### src/rtl/ls20_self_test_ctrl.sv
// Self-test sequencer for a dual 4-input NAND part: sweeps all 16 vectors, counts output mismatches.
// Optional macro LS20_FIRST_FAIL_LOG_EN adds a first-mismatch log (fail_vec, fail_gate, fail_valid).
module ls20_self_test_ctrl #(
  parameter int unsigned SETTLE_CYCLES = 4
) (
  input  logic       clk,
  input  logic       rst,
  input  logic       start,
  input  logic       y1,
  input  logic       y2,
  output logic [3:0] vec1,
  output logic [3:0] vec2,
  output logic       busy,
  output logic       done,
  output logic       pass,
  output logic [5:0] err_cnt,
`ifdef LS20_FIRST_FAIL_LOG_EN
  output logic [3:0] fail_vec,
  output logic       fail_gate,
  output logic       fail_valid,
`endif
  output logic [1:0] o_dbg_state
);

  // Handshake: start is a level request accepted only in IDLE; busy covers SETTLE/SAMPLE,
  // done pulses for exactly one cycle, and pass/err_cnt stay stable until the next accepted start.
  typedef enum logic [1:0] {
    IDLE   = 2'd0,
    SETTLE = 2'd1,
    SAMPLE = 2'd2,
    DONE   = 2'd3
  } state_t;

  localparam logic [7:0] LP_LAST = 8'(SETTLE_CYCLES - 1);

  state_t     r_state;
  state_t     w_state_next;
  logic [3:0] r_vec1;
  logic [7:0] r_cnt;
  logic [5:0] r_err;
  logic       r_pass;

  logic [3:0] w_vec2;
  logic       w_exp1;
  logic       w_exp2;
  logic       w_mis1;
  logic       w_mis2;
  logic [5:0] w_err_next;
  logic       w_accept;
  logic       w_last_vec;

  assign w_vec2     = ~r_vec1;
  assign w_exp1     = ~&r_vec1;
  assign w_exp2     = ~&w_vec2;
  assign w_mis1     = y1 ^ w_exp1;
  assign w_mis2     = y2 ^ w_exp2;
  assign w_err_next = r_err + {5'd0, w_mis1} + {5'd0, w_mis2};
  assign w_accept   = (r_state == IDLE) && start;
  assign w_last_vec = (r_vec1 == 4'hF);

  always_ff @(posedge clk) begin
    if (rst) begin
      r_state <= IDLE;
    end else begin
      r_state <= w_state_next;
    end
  end

  always_comb begin
    w_state_next = r_state;
    case (r_state)
      IDLE:    if (start) w_state_next = SETTLE;
      SETTLE:  if (r_cnt == LP_LAST) w_state_next = SAMPLE;
      SAMPLE:  w_state_next = w_last_vec ? DONE : SETTLE;
      DONE:    w_state_next = IDLE;
      default: w_state_next = IDLE;
    endcase
  end

  // The final SAMPLE folds its own mismatches into pass, so pass is valid during the done pulse.
  always_ff @(posedge clk) begin
    if (rst) begin
      r_vec1 <= 4'd0;
      r_cnt  <= 8'd0;
      r_err  <= 6'd0;
      r_pass <= 1'b0;
    end else begin
      case (r_state)
        IDLE: begin
          if (start) begin
            r_vec1 <= 4'd0;
            r_cnt  <= 8'd0;
            r_err  <= 6'd0;
            r_pass <= 1'b0;
          end
        end
        SETTLE: begin
          r_cnt <= r_cnt + 8'd1;
        end
        SAMPLE: begin
          r_err <= w_err_next;
          if (w_last_vec) begin
            r_pass <= (w_err_next == 6'd0);
          end else begin
            r_vec1 <= r_vec1 + 4'd1;
            r_cnt  <= 8'd0;
          end
        end
        default: begin
        end
      endcase
    end
  end

`ifdef LS20_FIRST_FAIL_LOG_EN
  logic [3:0] r_fail_vec;
  logic       r_fail_gate;
  logic       r_fail_valid;

  // Gate 1 wins a simultaneous mismatch, so the gate flag is simply "gate 1 was fine".
  always_ff @(posedge clk) begin
    if (rst || w_accept) begin
      r_fail_vec   <= 4'd0;
      r_fail_gate  <= 1'b0;
      r_fail_valid <= 1'b0;
    end else if ((r_state == SAMPLE) && (w_mis1 || w_mis2) && !r_fail_valid) begin
      r_fail_vec   <= r_vec1;
      r_fail_gate  <= ~w_mis1;
      r_fail_valid <= 1'b1;
    end
  end

  assign fail_vec   = r_fail_vec;
  assign fail_gate  = r_fail_gate;
  assign fail_valid = r_fail_valid;
`endif

  assign vec1        = r_vec1;
  assign vec2        = w_vec2;
  assign busy        = (r_state == SETTLE) || (r_state == SAMPLE);
  assign done        = (r_state == DONE);
  assign pass        = r_pass;
  assign err_cnt     = r_err;
  assign o_dbg_state = r_state;

endmodule

### config.mk
export PLATFORM = sky130hd
export DESIGN_NAME = ls20_self_test_ctrl
export DESIGN_NICKNAME = d
export VERILOG_FILES = /design/src/rtl/ls20_self_test_ctrl.sv
export SDC_FILE = /design/constraint.sdc
export NUM_CORES = 1
export LEC_CHECK = 0
export CORE_MARGIN = 3
export CORE_UTILIZATION = 30
export CTS_CLUSTER_SIZE = 12
export DETAILED_ROUTE_END_ITERATION = 10
export PLACE_DENSITY = 0.55
export SKIP_LAST_GASP = 1
export SLEW_MARGIN = 0
export SYNTH_ARGS = -nofsm -noshare
export SYNTH_HDL_FRONTEND = slang
export SYNTH_SLANG_ARGS = --single-unit
### constraint.sdc
create_clock -name clk -period 3.06 [get_ports clk]
set_clock_uncertainty 0.05 [all_clocks]
set_input_delay 0.612 -clock clk [delete_from_list [all_inputs] [get_ports clk]]
set_output_delay 0.612 -clock clk [all_outputs]
set_load 0.02 [all_outputs]
==> impl_results.md <==
* Status: finished, final reports clean
* DRC viols at 0
* Placed instance area at 1570 um2
* VDD IR max at between 0.00015 and 0.0002 V
* Total number of vias at 1215
* Post-Syn Nets at 180
* Core Util, Final at 39.5%
* Most area-hungry cell type in the Yosys netlist: dfxtp_1
* Slew Limit Fails at 0
* Number of synthesized register bits at 21
* Max H-tree Level at 1
* Total gr overflow at 0
* I/O Buffers at 23
* Post-synth top area share at around a third
* Worst-margin pin slew at 0.602 ns
* Avg Cell Area, Syn at 7.83 um2
* Post-Syn Instances at approximately 170
* Max Cap Violations at 0
* Largest net degree at the start of global routing at 18
* Most numerous cell in the Yosys netlist: dfxtp_1
* Worst Path Required at 3.21 ns
* Post-CTS Setup Bufs at 0
* Worst skew pair latency at 0.26 ns
* Leakage at 0.557 nW
* Antenna violations before repair at 0
* Synth async-reset ratio at 0%
* Post-Layout Inst Area at 1610 um2
* WL/cell at between 10 and 15 um
* Clock Path Buffers at 2
* Gr usage total at 13.0%
* Top cells by area, synth: dfxtp_1 33%, ha_1 8.7%, a21oi_1 5.4%
* Post-synth EDFFs at 0
* Die width at 71.6 um
* Pre-CTS WS at 0.444 ns
* RSZ-0062 raised after global routing: false
* Fillers at 428
* Cell Rows at 23
* Final nets at 201
* Slew headroom at 59.7%
* Global-route wire length before repair at 5400 um
* Placer Congestion at 0.758
* Clk slew on worst S/H paths at roughly 0.080 ns
* Post-CTS Resized at 0
* Ant diodes at 0
* Drt total wl at 3100 um
* Die H at 71.6 um
* Root Buffer: clkbuf_8
* Post-synthesis sequential area ratio at 32.5%
* Netlist cell types at 40
* Crit path kind: reg2reg
* PD cells at 531 nW/um2
* Non-Filler Instances at ~240
* Placed Cells at 231
* Met3 Track Usage GR at 2.38%
* Setup violators final at 0
* FMAX at 391 MHz
* Initial Util at 31.6%
* Clock sink total at 21
* Syn Std Cell Area at 1290 um2
* Vias in the first global route at 1133
* Power Total at 0.856 mW
* Fin crit share at 83.7%
* Setup TNS at 0 ns
* Setup ws final at 0.500 ns
* Met1 Usage GRT at 18.5%
* Critical path data arrival time at 2.71 ns
* Final min period at roughly 2.6 ns
* Area of the core at 4090 um2
* Top_reg_cell synth: dfxtp_1
* Busiest grt layer: met2
* Drt pass-1 iters at 4
* Vias/cell at 5.17
* Met2 usage in global routing at 20.0%
* Maximum fanout along the worst path at 6
* Iter 0 DRT Violations at 55
* CTS Hold Bufs at 0
* Num CTS Buffers at 3
* Startpoint Class: register
* Synth Warn # at 0
* Worst hold slack at 0.430 ns
* Die area at 5130 um2
* Routed Antenna Nets at 0
* I/O pin total at 24
* Min-Delay Path Class: reg2reg
* Fraction of layout instances using a drive strength above 1 at 4.86%
* Commonest cells post-synth: 21 x dfxtp_1, 14 x a21oi_1, 14 x inv_1, 14 x nand2_1
* Post-DP HPWL at 2230 um
* Area Overhead vs Synth at 24.8%
* Final Hold Viols at 0
* CTS tree: built
* Critical Path End Type: register
==> state kept, by name (all words and copies together), names as in the netlist <==
register     count
r_cnt            8
o_dbg_state      2
err_cnt          6
vec1             4
pass             1
==> cells in the final DEF, fill, tap and decap left out, types with 2 or more instances in the layout <==
| master | count |
|---|---|
| buf_4 | 2 |
| a31oi_1 | 6 |
| clkdlybuf4s50_1 | 23 |
| nor2_1 | 7 |
| nand2_1 | 14 |
| and2_1 | 2 |
| nor2b_1 | 3 |
| nand4_1 | 4 |
| dfxtp_1 | 21 |
| xnor2_1 | 2 |
| o21ai_0 | 8 |
| or3_1 | 4 |
| ha_1 | 9 |
| nand2b_1 | 4 |
| or4_1 | 7 |
| a21oi_1 | 14 |
| clkbuf_8 | 3 |
| o32ai_1 | 2 |
| o31ai_1 | 3 |
| nor3_1 | 4 |
| nand3_1 | 9 |
| inv_1 | 14 |
==> worst max-delay path: stages, from the launching register on <==
cell	delay (ns)
dfxtp_1	0.42
ha_1	0.27
nand3_1	0.24
xnor2_1	0.21
fa_1	0.42
nor2b_1	0.22
nand4_1	0.18
or3_1	0.35
a31oi_1	0.13
==> kinds of logic (layout without fill, tap and decap cells) <==
family	count (synthesis)	after routing	synth area share (%)
simple gates	67	67	28.8
compound gates	40	40	18.8
buf+inv	23	43	6.68
flops	21	21	32.5
fa+ha+maj	10	10	10.3
xor+xnor	2	2	1.36
mux	2	2	1.65
==> path summary, 6_finish.rpt <==
kind	to	startpoint	slack [ns]	depth (start not counted)
max	err_cnt[5]$_SDFFE_PP0P_	vec1[1]$_SDFFE_PP0P_	0.50	8
min	r_cnt[1]$_SDFFE_PP0P_	r_cnt[1]$_SDFFE_PP0P_	0.43	2
max reg2reg	err_cnt[5]$_SDFFE_PP0P_	vec1[1]$_SDFFE_PP0P_	0.50	8
min reg2reg	r_cnt[1]$_SDFFE_PP0P_	r_cnt[1]$_SDFFE_PP0P_	0.43	2
==> per-layer routing <==
layer	up-vias	share of wire (%)
met5	-	0
met4	0	1.2
met3	5	3.3
met2	20	44
met1	555	52
li1	635	-
==> layout make-up <==
| class | count | area [um2] | share of cell area, % |
|---|---|---|---|
| clock inverters | 1 | 5.00 | 0.310 |
| repair buffers | 25 | 245 | 15.2 |
| clock buffers | 3 | 41.3 | 2.56 |
| inverters | 14 | 52.6 | 3.26 |
| flip-flops and latches | 21 | 420 | 26.1 |
| multi-input cells | 121 | 786 | 48.7 |
| well taps | 50 | 62.6 | 3.88 |
==> power breakdown <==
group	internal (mW)	leakage, nW	switching, mW	total, mW
combinational	0.146	0.362	0.214	0.361
clock	0.0909	0.0255	0.0973	0.188
sequential	0.290	0.170	0.0173	0.307
No activity file was read; power rests on OpenSTA's default activity.
